`config.mk`:
```
export PLATFORM = sky130hd
export DESIGN_NAME = row_tap_buffer_9x9
export DESIGN_NICKNAME = d
export VERILOG_FILES = /design/src/rtl/row_tap_buffer_9x9.sv
export SDC_FILE = /design/constraint.sdc
export NUM_CORES = 1
export LEC_CHECK = 0
export ABC_AREA = 1
export CORE_UTILIZATION = 60
export CTS_CLUSTER_SIZE = 24
export DETAILED_ROUTE_END_ITERATION = 12
export PLACE_DENSITY = 0.78
export SLEW_MARGIN = 20
export SYNTH_ARGS = -nofsm -noshare
export SYNTH_HDL_FRONTEND = slang
export SYNTH_SLANG_ARGS = --single-unit
```
`constraint.sdc`:
```
create_clock -name clk -period 8.6 [get_ports clk]
set_input_delay 1.72 -clock clk [delete_from_list [all_inputs] [get_ports clk]]
set_output_delay 1.72 -clock clk [all_outputs]
set_load 0.02 [all_outputs]
```
`src/rtl/row_tap_buffer_9x9.sv`:
```
// row_tap_buffer_9x9: eight line memories turning a raster pixel stream into nine vertical taps per column
module row_tap_buffer_9x9 #(
  parameter int ROWS = 11,
  parameter int COLS = 11
) (
  input  logic       clk,
  input  logic       rst,
  input  logic [7:0] pixel_i,
  input  logic       valid_i,
  output logic [7:0] d0_o,
  output logic [7:0] d1_o,
  output logic [7:0] d2_o,
  output logic [7:0] d3_o,
  output logic [7:0] d4_o,
  output logic [7:0] d5_o,
  output logic [7:0] d6_o,
  output logic [7:0] d7_o,
  output logic [7:0] d8_o,
  output logic       done_o,
  output logic       frame_done_o
);
  localparam int CW = ($clog2(COLS) < 1) ? 1 : $clog2(COLS);
  localparam int RW = ($clog2(ROWS) < 1) ? 1 : $clog2(ROWS);
  logic [CW-1:0] col_q, col_d;
  logic [RW-1:0] row_q, row_d;
  logic [7:0]    line_q [8][COLS];
  logic [7:0]    tap_q [9];
  logic          done_q, frame_done_q;
  logic          last_col, last_row;
  // Raster position of the pixel after the one currently being accepted
  always_comb begin
    last_col = col_q == CW'(COLS - 1);
    last_row = row_q == RW'(ROWS - 1);
    col_d    = last_col ? '0 : col_q + 1'b1;
    row_d    = !last_col ? row_q : (last_row ? '0 : row_q + 1'b1);
  end
  // Counters, tap registers and strobes; strobes only fire on an accepted pixel
  always_ff @(posedge clk) begin
    if (!rst) begin
      col_q        <= '0;
      row_q        <= '0;
      tap_q        <= '{default: '0};
      done_q       <= 1'b0;
      frame_done_q <= 1'b0;
    end else begin
      done_q       <= valid_i && (row_q >= RW'(8));
      frame_done_q <= valid_i && last_col && last_row;
      if (valid_i) begin
        col_q    <= col_d;
        row_q    <= row_d;
        tap_q[0] <= pixel_i;
        for (int k = 1; k < 9; k++) tap_q[k] <= line_q[k-1][col_q];
      end
    end
  end
  // Line memory cascade: each column shifts down one line, reading old contents before the write
  always_ff @(posedge clk) begin
    if (rst && valid_i) begin
      line_q[0][col_q] <= pixel_i;
      for (int k = 1; k < 8; k++) line_q[k][col_q] <= line_q[k-1][col_q];
    end
  end
  assign d0_o         = tap_q[0];
  assign d1_o         = tap_q[1];
  assign d2_o         = tap_q[2];
  assign d3_o         = tap_q[3];
  assign d4_o         = tap_q[4];
  assign d5_o         = tap_q[5];
  assign d6_o         = tap_q[6];
  assign d7_o         = tap_q[7];
  assign d8_o         = tap_q[8];
  assign done_o       = done_q;
  assign frame_done_o = frame_done_q;
endmodule
```
==> impl_metrics.json, run 1 <==
{
  "dieHeight_um": 231,
  "path_clk_slew_ns": 0.06,
  "synthAdderAreaFrac_pct": 0,
  "final.setup.worst_slack_ns": 4.18,
  "cts_setup_buffers": 0,
  "fin_nets": 2957,
  "vias": 21000,
  "fmax_mhz": 226,
  "ant_nets": 0,
  "synthXorXnorAreaFrac_pct": 0,
  "slowest_delay_ns": 0.79,
  "crit_slowest_cell": "nor2_4",
  "ys_ff_latch": 786,
  "grt_pass1_vias": 20500,
  "synth_warnings": 0,
  "cts_hold_buf": 0,
  "ioPinCount": 85,
  "place_ws_ns": 3.53,
  "clk_path_buf_depth": 3,
  "critPathTopFamily": "buffers and inverters",
  "worst_pin_slew_ns": 1.10,
  "clock_sinks": 786,
  "grtUsageTotal_pct": 27.5,
  "start_util_pct": 60.9,
  "numCtsBuffers": 75,
  "hold_path.class": "register to register",
  "drc": 0,
  "synth_cell_types": 22,
  "dieWidth_um": 231,
  "synthTopCellsByCount": "nand2_1, edfxtp_1, nand3_1",
  "dp_hpwl_mm": 36.5,
  "syn_nets": 2925,
  "layout-drive-gt1-share_pct": 5.32,
  "cp_max_fo": 78,
  "status": "complete, no violations",
  "fin_tns_setup_ns": 0,
  "insertion_delay_ns": 0.62,
  "drt-total-wl_mm": 71.6,
  "synth_top_area_share_pct": 67.4,
  "die_area_mm2": 0.0532,
  "worst_ep_arrival_time_ns": 4.66,
  "synth_compound_area_share_pct": 1.32,
  "seq_area_frac_synth_pct": 72.7,
  "cp_num_buf_inv": 4,
  "syn_area_per_cell_um2": 10.8,
  "post_cts_resized": 0,
  "place_congestion": 0.789,
  "finClkSkew_ns": 0.0239,
  "finalHoldViolCount": 0,
  "antenna_found_initial": 0,
  "synth_top_family_by_area": "simple AND/OR/NAND/NOR gates",
  "grt_pass1_wl_mm": 112,
  "synth_top_cell_by_area": "edfxtp_1",
  "rsz0062_at_grt": "no",
  "fp.coreArea_mm2": 0.0515,
  "antenna_cells": 0,
  "timing.max_cap.violations": 0,
  "crit_required_ns": 8.84,
  "crit_chain": "buf_2 > buf_4 > nand2_1 > inv_1 > nand2_1 > nor2_4 > buf_4",
  "grt-ovfl-total": 0,
  "cp-start-kind": "input pin",
  "synth.area.mux_share_pct": 0,
  "grt_max_degree": 122,
  "crit_type": "input pin to register",
  "areaGrowthSynthToFinish_pct": 11.7,
  "irDropWorstVdd_mv": 0.176,
  "cts-htree-levels": 3,
  "power-per-cell-area_mw_per_mm2": 234,
  "drt_first_iter_violations": 2411,
  "syn_inst": 2914,
  "slew_violations": 0,
  "yosys-top-cells-area": "edfxtp_1, nand2_1, dfxtp_1",
  "synth_edf_count": 704,
  "setup_violations": 0,
  "drt_first_pass_iters": 8,
  "synth_most_common_cell": "nand2_1",
  "post_drt_via_cell_ratio": 5.71,
  "whs_ns": 0.507,
  "yosys.area_share.simple_pct": 23.2,
  "cts_tree": "done",
  "rows": 83,
  "wire_per_inst_um": 19.4,
  "async_flop_share_pct": 0,
  "netlist_area_mm2": 0.0314,
  "leakage_nw": 13.6,
  "ctsRootBufferMaster": "clkbuf_16",
  "worstSetupEndpointType": "register",
  "relSlewSlack_pct": 26.4,
  "fin_crit_ns": 4.42,
  "min_period_over_period_pct": 51.4,
  "synth_flop_cell": "edfxtp_1",
  "port_buffers": 84
}
[through the flow]
step           instance area (µm²)  utilization, %  power, W  cells
3_5_place_dp                 32600            63.3   0.00507   3549
4_1_cts                      35000            68.0   0.00821   3686
6_report                     35000            68.0   0.00820   3686
5_1_grt                      35000            68.0   0.00843   3686
3_3_place_gp                 32600            63.3   0.00505   3549
2_1_floorplan                31400               -   0.00483   2914
[worst min-delay path: cells and delay by family (launching register included)]
| kind | cells | cell delay (ns) |
|---|---|---|
| AOI/OAI and AO/OA | 1 | 0.07 |
| DFF | 1 | 0.32 |
| and+or+nand+nor | 1 | 0.09 |
[power breakdown]
part	switching, W	internal, W	total, W	leakage, nW
Sequential	0.0000376	0.00430	0.00434	7.06
Combinational	0.000487	0.000169	0.000656	5.40
Clock	0.00136	0.00184	0.00320	1.17
[final cells by class]
class	instances	area, µm²
Fill cell	3531	16500
Clock buffer	107	2160
Timing Repair Buffer	113	1050
Multi-Input combinational cell	1935	7790
Inverter	35	144
Tap cell	680	851
Sequential cell	786	22800
Clock inverter	30	220
[placed cells by master, fill, tap and decap left out, types with 13 or more instances in the layout]
master / instances
nor2_4: 13
edfxtp_1: 704
clkbuf_1: 20
dfxtp_1: 80
inv_1: 30
buf_4: 28
clkbuf_16: 79
nor2_1: 153
clkdlybuf4s50_1: 82
nand3_1: 233
nand2_1: 1445
o21ai_0: 74
[layer usage]
layer	GRT usage, %	share of wire (%)	vias to the layer above
li1	-	-	9760
met1	37.1	39	10000
met2	45.1	49	1105
met3	5.83	9.8	129
met4	8.71	2.4	0
met5	0	0	-
[cells by family after synthesis]
logic type             Yosys count
buffers and inverters          193
and+or+nand+nor               1854
DFF                            786
AOI/OAI and AO/OA               81
[path summary, 6_finish.rpt]
path | endpoint | depth (start not counted) | slack (ns) | from
worst max-delay path | line_q[1][70] | 7 | 4.18 | rst
worst min-delay path | d4_o[5] | 2 | 0.51 | d4_o[5]
worst max register to register | line_q[1][214] | 9 | 4.22 | col_q[0]
worst min register to register | d4_o[5] | 2 | 0.51 | d4_o[5]
[state kept, by name, indices dropped and copies added, names as in the netlist]
register      cells
done_o            1
d7_o              8
line_q          704
frame_done_o      1
d5_o              8
d1_o              8
d4_o              8
d6_o              8
d3_o              8
d0_o              8
col_q             4
d2_o              8
d8_o              8
row_q             4
Note: power is estimated with default switching activity, not from simulation.
==> run 2: changes to the inputs <==
Clock period 8.6 ns to 4.1 ns, I/O delays scaled along.
==> run 2 against run 1 <==
Register-to-register slack lost 3.4 ns; via count rose by 1.2%; hold slack about the same; combinational power rose by 110%; utilization grew 0.57 points; final area rose by 0.84%; routed wire length rose by 5.6%; non-clock buffer count up 14; sequential power rose by 110%; critical path type is now register to register.
==> impl_metrics.json, run 2 (same netlist as run 1, synthesis figures left out) <==
{
  "r2r_slack_ns": 0.83,
  "post_cts_resized": 0,
  "r2r-end": "line_q[1][173]",
  "start_util_pct": 60.9,
  "areaGrowthSynthToFinish_pct": 12.6,
  "port_buffers": 84,
  "min_period_over_period_pct": 79.8,
  "dieHeight_um": 231,
  "slew_violations": 0,
  "fp.coreArea_mm2": 0.0515,
  "wire_per_inst_um": 20.4,
  "timing.max_cap.violations": 0,
  "drt-total-wl_mm": 75.6,
  "largest_reg_flops": 704,
  "vias": 21300,
  "grt_pass1_vias": 21400,
  "cp_max_fo": 91,
  "final.setup.worst_slack_ns": 0.829,
  "dp_hpwl_mm": 37.9,
  "rsz0062_at_grt": "no",
  "register_area_mm2": 0.0228,
  "fin_tns_setup_ns": 0,
  "ctsRootBufferMaster": "clkbuf_16",
  "grt_pass1_wl_mm": 118,
  "drt_first_pass_iters": 6,
  "antenna_cells": 0,
  "ioPinCount": 85,
  "finClkSkew_ns": 0.0214,
  "power-per-cell-area_mw_per_mm2": 490,
  "fillers": 3569,
  "endpoint": "line_q[1][173]",
  "fin_nets": 2973,
  "final_common_cell": "nand2_1",
  "top_register": "line_q",
  "fin_crit_ns": 3.27,
  "multi_input_area_mm2": 0.00780,
  "clock_sinks": 786,
  "startpoint": "col_q[1]",
  "grt-ovfl-total": 0,
  "cp-start-kind": "register",
  "dp_cells": 3563,
  "worstSetupEndpointType": "register",
  "setup_violations": 0,
  "place_congestion": 0.773,
  "post_drt_via_cell_ratio": 5.75,
  "place_ws_ns": 0.911,
  "numCtsBuffers": 77,
  "r2r_cells": 7,
  "final_cells": 3702,
  "ant_nets": 0,
  "drt_first_iter_violations": 2363,
  "finalHoldViolCount": 0,
  "hold_path.class": "register to register",
  "grt_max_degree": 236,
  "crit_required_ns": 4.45,
  "cts_setup_buffers": 0,
  "leakage_nw": 13.8,
  "r2r_start": "col_q[1]",
  "fmax_mhz": 306,
  "worst_pin_slew_ns": 1.14,
  "die_area_mm2": 0.0532,
  "clk_path_buf_depth": 3,
  "whs_path_depth": 2,
  "relSlewSlack_pct": 24.1,
  "cts_hold_buf": 0,
  "dieWidth_um": 231,
  "crit_type": "register to register",
  "cts-htree-levels": 3,
  "final_cell_mix": "nand2_1, edfxtp_1, nand3_1",
  "drc": 0,
  "status": "complete, no violations",
  "rows": 83,
  "cts_tree": "done",
  "antenna_found_initial": 0,
  "insertion_delay_ns": 0.61,
  "grtUsageTotal_pct": 29.3,
  "layout-drive-gt1-share_pct": 5.82,
  "worst_ep_arrival_time_ns": 3.62,
  "path_clk_slew_ns": 0.06,
  "irDropWorstVdd_mv": 0.299
}
run 2: changes by cell type in the layout (fill, tap and decap cells not counted), moves of 2 or more:
cell and delta:
nor3_4 +2, nor3_2 -2, buf_4 +5, clkinv_1 -7
buf_12 +11, clkbuf_1 +7
run 2: layout make-up:
| class | instances | area share (%) |
|---|---|---|
| clock buffer | 115 | 6.24 |
| clock inverter | 24 | 0.624 |
| inverter | 35 | 0.408 |
| multi-input combinational | 1935 | 22.1 |
| sequential | 786 | 64.6 |
| tap | 680 | 2.41 |
| timing repair buffer | 127 | 3.66 |
run 2: worst min-delay path by stage:
| stage | endpoint | start | slack [ns] |
|---|---|---|---|
| after floorplan | col_q[2] | col_q[2] | 0.46 |
| after global placement | row_q[2] | row_q[2] | 0.48 |
| after detailed placement | d0_o[2] | d0_o[2] | 0.48 |
| after CTS | d0_o[0] | d0_o[0] | 0.51 |
| after global routing | d0_o[6] | d0_o[6] | 0.53 |
| final | d0_o[0] | d0_o[0] | 0.51 |
run 2: report_power, final:
group	internal, W	switching [W]	total, W	leakage, nW
Clock	0.00396	0.00286	0.00682	1.19
Sequential	0.00903	0.0000788	0.00910	7.06
Combinational	0.000370	0.00102	0.00139	5.53
Total	0.0134	0.00396	0.0173	13.8
run 2: through the flow:
step                      cell area [µm²]  hold WS (ns)  utilization, %  total power, W
after detailed placement            32900         0.482            63.8          0.0106
after global placement              32900         0.480            63.8          0.0106
final                               35300         0.507            68.5          0.0173
after CTS                           35300         0.510            68.5          0.0174
after floorplan                     31400         0.463               -          0.0101
after global routing                35300         0.529            68.5          0.0178
run 2: critical path, cell delays in order, from the launching register on:
cell and delay, ns:
dfxtp_4 1.12, buf_4 0.99, nand3_1 0.20, nand2_1 0.13
nand2_1 0.06, nand2_1 0.08, inv_1 0.04, nand3_1 0.33
run 2: metal layers:
metal  global-route usage, %  vias to the layer above  share of wire [%]
li1                        -                     9794                  -
met5                       0                        -                  0
met3                    4.46                      219                9.7
met2                    48.9                     1186                 49
met1                    38.1                    10100                 38
met4                    13.5                        0                3.8
